<file path="src/rtl/key_pkg.sv">
// Shared types and constants for the front-panel key conditioner.
package key_pkg;

   // Per-channel debounce / hold state.
   typedef enum logic [2:0] {
      IDLE,
      PRESS_DB,
      HELD,
      LONG,
      REL_DB
   } key_state_t;

   // Default timing for a 50 MHz system clock.
   localparam int DEF_DEBOUNCE_CYC = 1000000;   // 20 ms
   localparam int DEF_LONG_CYC     = 50000000;  // 1 s
   localparam int DEF_REPEAT_CYC   = 10000000;  // 200 ms

   // Counter width able to hold the largest of the three interval values.
   function automatic int key_cnt_w(input int db, input int lg, input int rp);
      int m;
      m = db;
      if (lg > m) m = lg;
      if (rp > m) m = rp;
      return ($clog2(m + 1) < 1) ? 1 : $clog2(m + 1);
   endfunction

endpackage

</file>
<file path="src/rtl/key_debounce_chan.sv">
// One key channel: 2-flop synchroniser, debounce/hold FSM, interval counter
// and registered level / pulse outputs.
module key_debounce_chan
   import key_pkg::*;
#(
   parameter int DEBOUNCE_CYC = DEF_DEBOUNCE_CYC,
   parameter int LONG_CYC     = DEF_LONG_CYC,
   parameter int REPEAT_CYC   = DEF_REPEAT_CYC,
   parameter int ACTIVE_LOW   = 1
) (
   input  logic clk,
   input  logic rstn,
   input  logic en,
   input  logic key_raw,
   output logic key_level,
   output logic press_pulse,
   output logic release_pulse,
   output logic long_pulse,
   output logic repeat_pulse,
   output logic level_next
);

   localparam int CW = key_cnt_w(DEBOUNCE_CYC, LONG_CYC, REPEAT_CYC);
   localparam logic [CW-1:0] DB_LAST   = CW'(DEBOUNCE_CYC - 1);
   localparam logic [CW-1:0] LONG_LAST = (LONG_CYC == 0) ? '0 : CW'(LONG_CYC - 1);
   localparam logic [CW-1:0] REP_LAST  = (REPEAT_CYC == 0) ? '0 : CW'(REPEAT_CYC - 1);
   // Pin level of a released key.
   localparam logic REL_PIN = (ACTIVE_LOW != 0);

   logic          key_meta;
   logic          key_s;
   logic          pressed;
   key_state_t    state;
   key_state_t    state_next;
   logic [CW-1:0] cnt;
   logic [CW-1:0] cnt_next;
   logic          long_flag;
   logic          long_flag_next;
   logic          press_next;
   logic          release_next;
   logic          long_next;
   logic          repeat_next;

   assign pressed = key_s ^ REL_PIN;

   // Synchroniser; a cleared channel restarts from the released pin level.
   always_ff @(posedge clk) begin
      if (!rstn || !en) begin
         key_meta <= REL_PIN;
         key_s    <= REL_PIN;
      end else begin
         key_meta <= key_raw;
         key_s    <= key_meta;
      end
   end

   // State register plus registered outputs; en low clears like reset.
   always_ff @(posedge clk) begin
      if (!rstn || !en) begin
         state         <= IDLE;
         cnt           <= '0;
         long_flag     <= 1'b0;
         key_level     <= 1'b0;
         press_pulse   <= 1'b0;
         release_pulse <= 1'b0;
         long_pulse    <= 1'b0;
         repeat_pulse  <= 1'b0;
      end else begin
         state         <= state_next;
         cnt           <= cnt_next;
         long_flag     <= long_flag_next;
         key_level     <= level_next;
         press_pulse   <= press_next;
         release_pulse <= release_next;
         long_pulse    <= long_next;
         repeat_pulse  <= repeat_next;
      end
   end

   // Next state and counter; the counter restarts on every state change.
   always_comb begin
      state_next     = state;
      cnt_next       = cnt + 1'b1;
      long_flag_next = long_flag;
      unique case (state)
         IDLE: begin
            cnt_next = '0;
            if (pressed) state_next = PRESS_DB;
         end
         PRESS_DB: begin
            if (!pressed) begin
               state_next = IDLE;
               cnt_next   = '0;
            end else if (cnt == DB_LAST) begin
               state_next = HELD;
               cnt_next   = '0;
            end
         end
         HELD: begin
            if (!pressed) begin
               state_next = REL_DB;
               cnt_next   = '0;
            end else if (LONG_CYC != 0 && cnt == LONG_LAST) begin
               state_next     = LONG;
               cnt_next       = '0;
               long_flag_next = 1'b1;
            end
         end
         LONG: begin
            if (!pressed) begin
               state_next = REL_DB;
               cnt_next   = '0;
            end else if (REPEAT_CYC != 0 && cnt == REP_LAST) begin
               cnt_next = '0;
            end
         end
         REL_DB: begin
            if (pressed) begin
               // Release bounce: resume the hold phase we came from.
               state_next = long_flag ? LONG : HELD;
               cnt_next   = '0;
            end else if (cnt == DB_LAST) begin
               state_next     = IDLE;
               cnt_next       = '0;
               long_flag_next = 1'b0;
            end
         end
         default: begin
            state_next     = IDLE;
            cnt_next       = '0;
            long_flag_next = 1'b0;
         end
      endcase
   end

   // Output decode; values are registered one edge later alongside the state.
   always_comb begin
      press_next   = (state == PRESS_DB) && pressed && (cnt == DB_LAST);
      release_next = (state == REL_DB) && !pressed && (cnt == DB_LAST);
      long_next    = (state == HELD) && pressed && (LONG_CYC != 0) && (cnt == LONG_LAST);
      repeat_next  = (state == LONG) && pressed && (REPEAT_CYC != 0) && (cnt == REP_LAST);
      level_next   = (state_next == HELD) || (state_next == LONG) || (state_next == REL_DB);
   end

endmodule

</file>
<file path="src/rtl/key_debounce_array.sv">
// N independent key channels plus a registered "any key pressed" flag.
module key_debounce_array
   import key_pkg::*;
#(
   parameter int N_KEYS       = 4,
   parameter int DEBOUNCE_CYC = DEF_DEBOUNCE_CYC,
   parameter int LONG_CYC     = DEF_LONG_CYC,
   parameter int REPEAT_CYC   = DEF_REPEAT_CYC,
   parameter int ACTIVE_LOW   = 1
) (
   input  logic              clk,
   input  logic              rstn,
   input  logic              en,
   input  logic [N_KEYS-1:0] key_raw,
   output logic [N_KEYS-1:0] key_level,
   output logic [N_KEYS-1:0] press_pulse,
   output logic [N_KEYS-1:0] release_pulse,
   output logic [N_KEYS-1:0] long_pulse,
   output logic [N_KEYS-1:0] repeat_pulse,
   output logic              key_any
);

   logic [N_KEYS-1:0] level_next;

   generate
      for (genvar gi = 0; gi < N_KEYS; gi++) begin : g_chan
         key_debounce_chan #(
            .DEBOUNCE_CYC (DEBOUNCE_CYC),
            .LONG_CYC     (LONG_CYC),
            .REPEAT_CYC   (REPEAT_CYC),
            .ACTIVE_LOW   (ACTIVE_LOW)
         ) u_chan (
            .clk           (clk),
            .rstn          (rstn),
            .en            (en),
            .key_raw       (key_raw[gi]),
            .key_level     (key_level[gi]),
            .press_pulse   (press_pulse[gi]),
            .release_pulse (release_pulse[gi]),
            .long_pulse    (long_pulse[gi]),
            .repeat_pulse  (repeat_pulse[gi]),
            .level_next    (level_next[gi])
         );
      end
   endgenerate

   // key_any built from next levels so it changes in the same cycle as key_level.
   always_ff @(posedge clk) begin
      if (!rstn || !en) key_any <= 1'b0;
      else              key_any <= |level_next;
   end

endmodule
</file>
<file path="config.mk">
export PLATFORM = sky130hd
export DESIGN_NAME = key_debounce_array
export DESIGN_NICKNAME = d
export VERILOG_FILES = /design/src/rtl/key_pkg.sv /design/src/rtl/key_debounce_chan.sv /design/src/rtl/key_debounce_array.sv
export SDC_FILE = /design/constraint.sdc
export NUM_CORES = 1
export LEC_CHECK = 0
export CAP_MARGIN = 20
export CORE_UTILIZATION = 40
export DETAILED_ROUTE_END_ITERATION = 10
export HOLD_SLACK_MARGIN = 0.08
export MAX_ROUTING_LAYER = met4
export PLACE_DENSITY = 0.53
export SYNTH_ARGS = -nofsm -noshare
export SYNTH_HDL_FRONTEND = slang
export SYNTH_SLANG_ARGS = --single-unit
</file>
<file path="constraint.sdc">
create_clock -name clk -period 6.55 [get_ports clk]
set_input_delay 1.31 -clock clk [delete_from_list [all_inputs] [get_ports clk]]
set_output_delay 1.31 -clock clk [all_outputs]
set_load 0.01 [all_outputs]
</file>
==> flow_summary.html <==
<table>
<tr><th>Metric</th><th>Value</th></tr>
<tr><th colspan="2">Critical path</th></tr>
<tr><td>Reg-to-reg critical path endpoint</td><td>g_chan[0].u_chan.cnt[1]$_SDFF_PP0_</td></tr>
<tr><td>Reg2reg start</td><td>g_chan[0].u_chan.cnt[9]$_SDFF_PP0_</td></tr>
<tr><td>Worst reg-to-reg path cell count</td><td>5</td></tr>
<tr><td>Worst path required time</td><td>~6800 ps</td></tr>
<tr><td>Crit path launch type</td><td>input pin</td></tr>
<tr><td>Biggest fanout along the worst timing path</td><td>26</td></tr>
<tr><td>Kind of end point of the critical path</td><td>register</td></tr>
<tr><td>Worst endpoint data arrival time</td><td>roughly 3500 ps</td></tr>
<tr><td>Kind of critical path</td><td>input pin to register</td></tr>
<tr><td>Flop2flop setup slack</td><td>between 3000 and 4000 ps</td></tr>
<tr><th colspan="2">Power</th></tr>
<tr><td>Total power density per cell area</td><td>between 200 and 250 mW/mm^2</td></tr>
<tr><td>Share of power burned in registers</td><td>0.448</td></tr>
<tr><td>Switching pwr</td><td>about 380 uW</td></tr>
<tr><td>Leakage Power</td><td>around 0.0024 uW</td></tr>
<tr><td>Internal power summed over all cells</td><td>1646 uW</td></tr>
<tr><td>Switching Share</td><td>0.1882</td></tr>
<tr><td>Part of the total power dissipated in combinational logic</td><td>0.006</td></tr>
<tr><td>IR drop worst, VDD</td><td>0.1800 mV</td></tr>
<tr><td>Portion of total power attributed to the clock network</td><td>0.545</td></tr>
<tr><th colspan="2">Logic synthesis</th></tr>
<tr><td>Post-synthesis sequential element count</td><td>roughly 150</td></tr>
<tr><td>Portion of the post-synthesis area used by sequential elements</td><td>0.4151</td></tr>
<tr><td>Yosys top cell area share</td><td>0.4151</td></tr>
<tr><td>Unique masters post-synth</td><td>53</td></tr>
<tr><td>Synthesized cell area</td><td>between 0.007 and 0.008 mm^2</td></tr>
<tr><td>Cell types with the highest counts after synthesis</td><td>sky130_fd_sc_hd__dfxtp_1, sky130_fd_sc_hd__nor2_1, sky130_fd_sc_hd__xnor2_1</td></tr>
<tr><td>Cell taking the most area after synthesis</td><td>sky130_fd_sc_hd__dfxtp_1</td></tr>
<tr><td>Number of enable flip-flop cells after synthesis</td><td>0</td></tr>
<tr><td>Syn_nets</td><td>860</td></tr>
<tr><td>Most used standard cell by instance count after synthesis</td><td>sky130_fd_sc_hd__dfxtp_1</td></tr>
<tr><td>Top FF cell, synth</td><td>sky130_fd_sc_hd__dfxtp_1</td></tr>
<tr><td>Total number of yosys warnings</td><td>0</td></tr>
<tr><td>Gate count after technology mapping</td><td>about 850</td></tr>
<tr><td>Fraction of registers with async set/reset</td><td>0</td></tr>
<tr><td>Ranking of synthesized cells by area</td><td>sky130_fd_sc_hd__dfxtp_1, sky130_fd_sc_hd__xnor2_1, sky130_fd_sc_hd__nor2_1</td></tr>
<tr><td>Post-synthesis average cell area</td><td>~8.5 um^2</td></tr>
<tr><th colspan="2">Floorplan</th></tr>
<tr><td>Area of the placeable core</td><td>0.01742 mm^2</td></tr>
<tr><td>Die ar.</td><td>0.01850 mm^2</td></tr>
<tr><td>Effective utilization at floorplan</td><td>0.4126</td></tr>
<tr><td>IO Pins</td><td>28</td></tr>
<tr><td>Die extent in y</td><td>~140 um</td></tr>
<tr><td>Floorplan die width</td><td>about 140 um</td></tr>
<tr><td>Row count</td><td>48</td></tr>
<tr><th colspan="2">Place</th></tr>
<tr><td>Port bufs</td><td>27</td></tr>
<tr><td>Post-detailed-placement half-perimeter wirelength</td><td>between 10000 and 15000 um</td></tr>
<tr><td>Placer Congestion</td><td>0.8683</td></tr>
<tr><td>Area of placed instances</td><td>~0.0075 mm^2</td></tr>
<tr><th colspan="2">Layout</th></tr>
<tr><td>Multi-input gate area in the final layout</td><td>between 0.003 and 0.004 mm^2</td></tr>
<tr><td>Area taken by flip-flops and latches</td><td>between 0.002 and 0.003 mm^2</td></tr>
<tr><td>Number of inserted diodes</td><td>0</td></tr>
<tr><td>Area growth from synthesis to final layout</td><td>13.22%</td></tr>
<tr><td>Number of nets in the final layout</td><td>approximately 860</td></tr>
<tr><td>Filler Cell Count</td><td>about 1700</td></tr>
<tr><td>Non-Filler Cell Area, Final</td><td>0.008135 mm^2</td></tr>
<tr><td>Ratio of cells with drive above 1 in the final layout</td><td>0.05601</td></tr>
<tr><th colspan="2">Clock tree</th></tr>
<tr><td>Maximum root-to-sink buffer count</td><td>2</td></tr>
<tr><td>Cell at the root of the clock tree</td><td>sky130_fd_sc_hd__clkbuf_16</td></tr>
<tr><td>Clock latency on the worst-skew pair</td><td>~420 ps</td></tr>
<tr><td>Count of hold-fix buffers inserted at cts</td><td>0</td></tr>
<tr><td>Number of setup buffers added after CTS</td><td>0</td></tr>
<tr><td>Clock tree from TritonCTS</td><td>yes</td></tr>
<tr><td>Gates resized, CTS repair</td><td>0</td></tr>
<tr><td>Number of CTS-inserted buffers</td><td>17</td></tr>
<tr><td>Clock slew seen by the registers of the worst setup and hold paths</td><td>~60 ps</td></tr>
<tr><td>CTS sink cnt</td><td>149</td></tr>
<tr><td>Maximum level of the CTS H-tree</td><td>4</td></tr>
<tr><th colspan="2">STA</th></tr>
<tr><td>Worst Tran Pin Value</td><td>about 960 ps</td></tr>
<tr><td>Total negative slack</td><td>0 ps</td></tr>
<tr><td>Setup repair after global routing missed its margin</td><td>false</td></tr>
<tr><td>Slew Limit Headroom</td><td>0.3631</td></tr>
<tr><td>Hold Violations, Final</td><td>0</td></tr>
<tr><td>Max frequency</td><td>about 310 MHz</td></tr>
<tr><td>Minimum clock period after layout</td><td>3209 ps</td></tr>
<tr><td>Final worst-path cycle share</td><td>0.4899</td></tr>
<tr><td>Final setup fails</td><td>0</td></tr>
<tr><td>Final count of pins violating max slew</td><td>0</td></tr>
<tr><td>Maximum clock skew at final layout</td><td>about 7.8 ps</td></tr>
<tr><th colspan="2">Worst hold path</th></tr>
<tr><td>Min-Delay Path Class</td><td>register to register</td></tr>
<tr><td>Hold EP</td><td>g_chan[2].u_chan.key_s$_SDFF_PP1_</td></tr>
<tr><td>Hold_sp</td><td>g_chan[2].u_chan.key_meta$_SDFF_PP1_</td></tr>
<tr><td>Cell depth of the worst min-delay path</td><td>1</td></tr>
<tr><th colspan="2">Global routing</th></tr>
<tr><td>Number of global-route vias before repair</td><td>5708</td></tr>
<tr><td>Total overflow reported by the global router</td><td>0</td></tr>
<tr><td>Total routing resource utilization after global routing</td><td>0.1869</td></tr>
<tr><td>First-pass GRT wire length</td><td>about 27000 um</td></tr>
<tr><td>Antenna violations before repair</td><td>0</td></tr>
<tr><td>Pin count of the biggest net entering global routing</td><td>27</td></tr>
<tr><th colspan="2">Detailed routing</th></tr>
<tr><td>Remaining number of nets flagged by the antenna check after routing</td><td>0</td></tr>
<tr><td>Routed vias/inst</td><td>5.556</td></tr>
<tr><td>Violation count after the first detailed-route iteration</td><td>429</td></tr>
<tr><td>DRC violation count after routing</td><td>0</td></tr>
<tr><td>Total wire length after detailed routing</td><td>around 16000 um</td></tr>
<tr><td>Pre-Repair DR Iteration Count</td><td>7</td></tr>
<tr><td>Average wire per cell in the routed design</td><td>between 10 and 15 um</td></tr>
<tr><td>Via Count</td><td>about 6000</td></tr>
<tr><th colspan="2">Run</th></tr>
<tr><td>Number of violations of the max-capacitance limit</td><td>0</td></tr>
<tr><th colspan="2">Run status</th></tr>
<tr><td>Outcome</td><td>finished, final reports clean</td></tr>
</table>
-- worst max-delay path by stage --
| stage | start | end | slack (ps) | cells after the start |
|---|---|---|---|---|
| floorplan | rstn | g_chan[2].u_chan.cnt[11]$_SDFF_PP0_ | 3830 | 7 |
| global placement | rstn | g_chan[2].u_chan.cnt[20]$_SDFF_PP0_ | 2890 | 5 |
| detailed placement | rstn | g_chan[1].u_chan.cnt[10]$_SDFF_PP0_ | 2880 | 6 |
| CTS | rstn | g_chan[1].u_chan.cnt[17]$_SDFF_PP0_ | 3310 | 6 |
| global route | rstn | g_chan[1].u_chan.cnt[7]$_SDFF_PP0_ | 3110 | 6 |
| finish | rstn | g_chan[1].u_chan.cnt[10]$_SDFF_PP0_ | 3340 | 6 |
-- worst max-delay path: stages --
cell,delay (ps)
sky130_fd_sc_hd__clkdlybuf4s50_1,410
sky130_fd_sc_hd__nand2_1,590
sky130_fd_sc_hd__nor3_1,100
sky130_fd_sc_hd__o41ai_1,80
sky130_fd_sc_hd__and3_1,830
sky130_fd_sc_hd__nor2_1,130
-- layer usage --
| layer | track usage | vias to the layer above | wire length (um) |
|---|---|---|---|
| met5 | - | - | 0 |
| met4 | 0.06543 | 0 | 226 |
| met3 | 0.04288 | 20 | 636 |
| met2 | 0.3074 | 127 | 7609 |
| met1 | 0.2227 | 2869 | 7554 |
| li1 | - | 2996 | - |
-- cells in the final DEF, fill, tap and decap left out, types with 5 or more instances in the layout --
cell,count
sky130_fd_sc_hd__a211oi_1,6
sky130_fd_sc_hd__a21oi_1,38
sky130_fd_sc_hd__a31oi_1,5
sky130_fd_sc_hd__and2_1,5
sky130_fd_sc_hd__and3_1,14
sky130_fd_sc_hd__and4_1,17
sky130_fd_sc_hd__bufinv_16,6
sky130_fd_sc_hd__clkbuf_16,17
sky130_fd_sc_hd__clkdlybuf4s50_1,27
sky130_fd_sc_hd__dfxtp_1,149
sky130_fd_sc_hd__inv_1,22
sky130_fd_sc_hd__nand2_1,54
sky130_fd_sc_hd__nand2b_1,13
sky130_fd_sc_hd__nand3_1,43
sky130_fd_sc_hd__nand4_1,37
sky130_fd_sc_hd__nor2_1,112
sky130_fd_sc_hd__nor2b_1,8
sky130_fd_sc_hd__nor3_1,41
sky130_fd_sc_hd__nor3b_1,10
sky130_fd_sc_hd__nor4_1,31
sky130_fd_sc_hd__nor4b_1,5
sky130_fd_sc_hd__o21ai_0,11
sky130_fd_sc_hd__o31ai_1,5
sky130_fd_sc_hd__or2_2,6
sky130_fd_sc_hd__or3_1,8
sky130_fd_sc_hd__or4_1,10
sky130_fd_sc_hd__xnor2_1,58
sky130_fd_sc_hd__xor2_1,36
-- cell type report --
type / count / share of cell area
clock buffers: 22 / 0.05706
clock inverters: 9 / 0.02445
inverters: 22 / 0.01015
multi-input cells: 623 / 0.4686
flip-flops and latches: 149 / 0.3667
well taps: 225 / 0.03460
repair buffers: 32 / 0.03845
-- kinds of logic after synthesis --
| logic type | share of synthesized area |
|---|---|
| buf+inv | 0.05520 |
| xor+xnor | 0.1146 |
| simple gates | 0.3315 |
| compound gates | 0.07662 |
| flops | 0.4151 |
| fa+ha+maj | 0.006965 |
-- per-stage QoR --
stage                     setup WS (ps)  power, uW  hold WS (ps)  utilization  std cells
after floorplan                    3826      935.7         386.3            -        849
after global placement             2890      941.9         389.8       0.4279       1049
after detailed placement           2881      942.2         391.8       0.4287       1050
after CTS                          3305       2053         406.2       0.4668       1081
after global routing               3109       2095         419.0       0.4671       1082
final                              3341       2027         403.2       0.4671       1082
-- power groups by stage --
| stage | clock (uW) | combinational, uW | sequential [uW] |
|---|---|---|---|
| finish | 1110 | 13.0 | 909 |
| global route | 1170 | 14.2 | 909 |
| CTS | 1130 | 13.2 | 909 |
| detailed placement | 0 | 13.1 | 929 |
| global placement | 0 | 12.9 | 929 |
| floorplan | 0 | 7.56 | 928 |
-- registers in the layout, indices dropped and copies added (netlist names) --
| name | cells |
|---|---|
| g_chan.u_chan.state | 12 |
| g_chan.u_chan.release_pulse | 4 |
| g_chan.u_chan.repeat_pulse | 4 |
| g_chan.u_chan.cnt | 104 |
| g_chan.u_chan.key_s | 4 |
| g_chan.u_chan.key_level | 4 |
| g_chan.u_chan.long_pulse | 4 |
| g_chan.u_chan.press_pulse | 4 |
| g_chan.u_chan.long_flag | 4 |
| g_chan.u_chan.key_meta | 4 |
| key_any | 1 |
(Power assumes the default switching activity.)
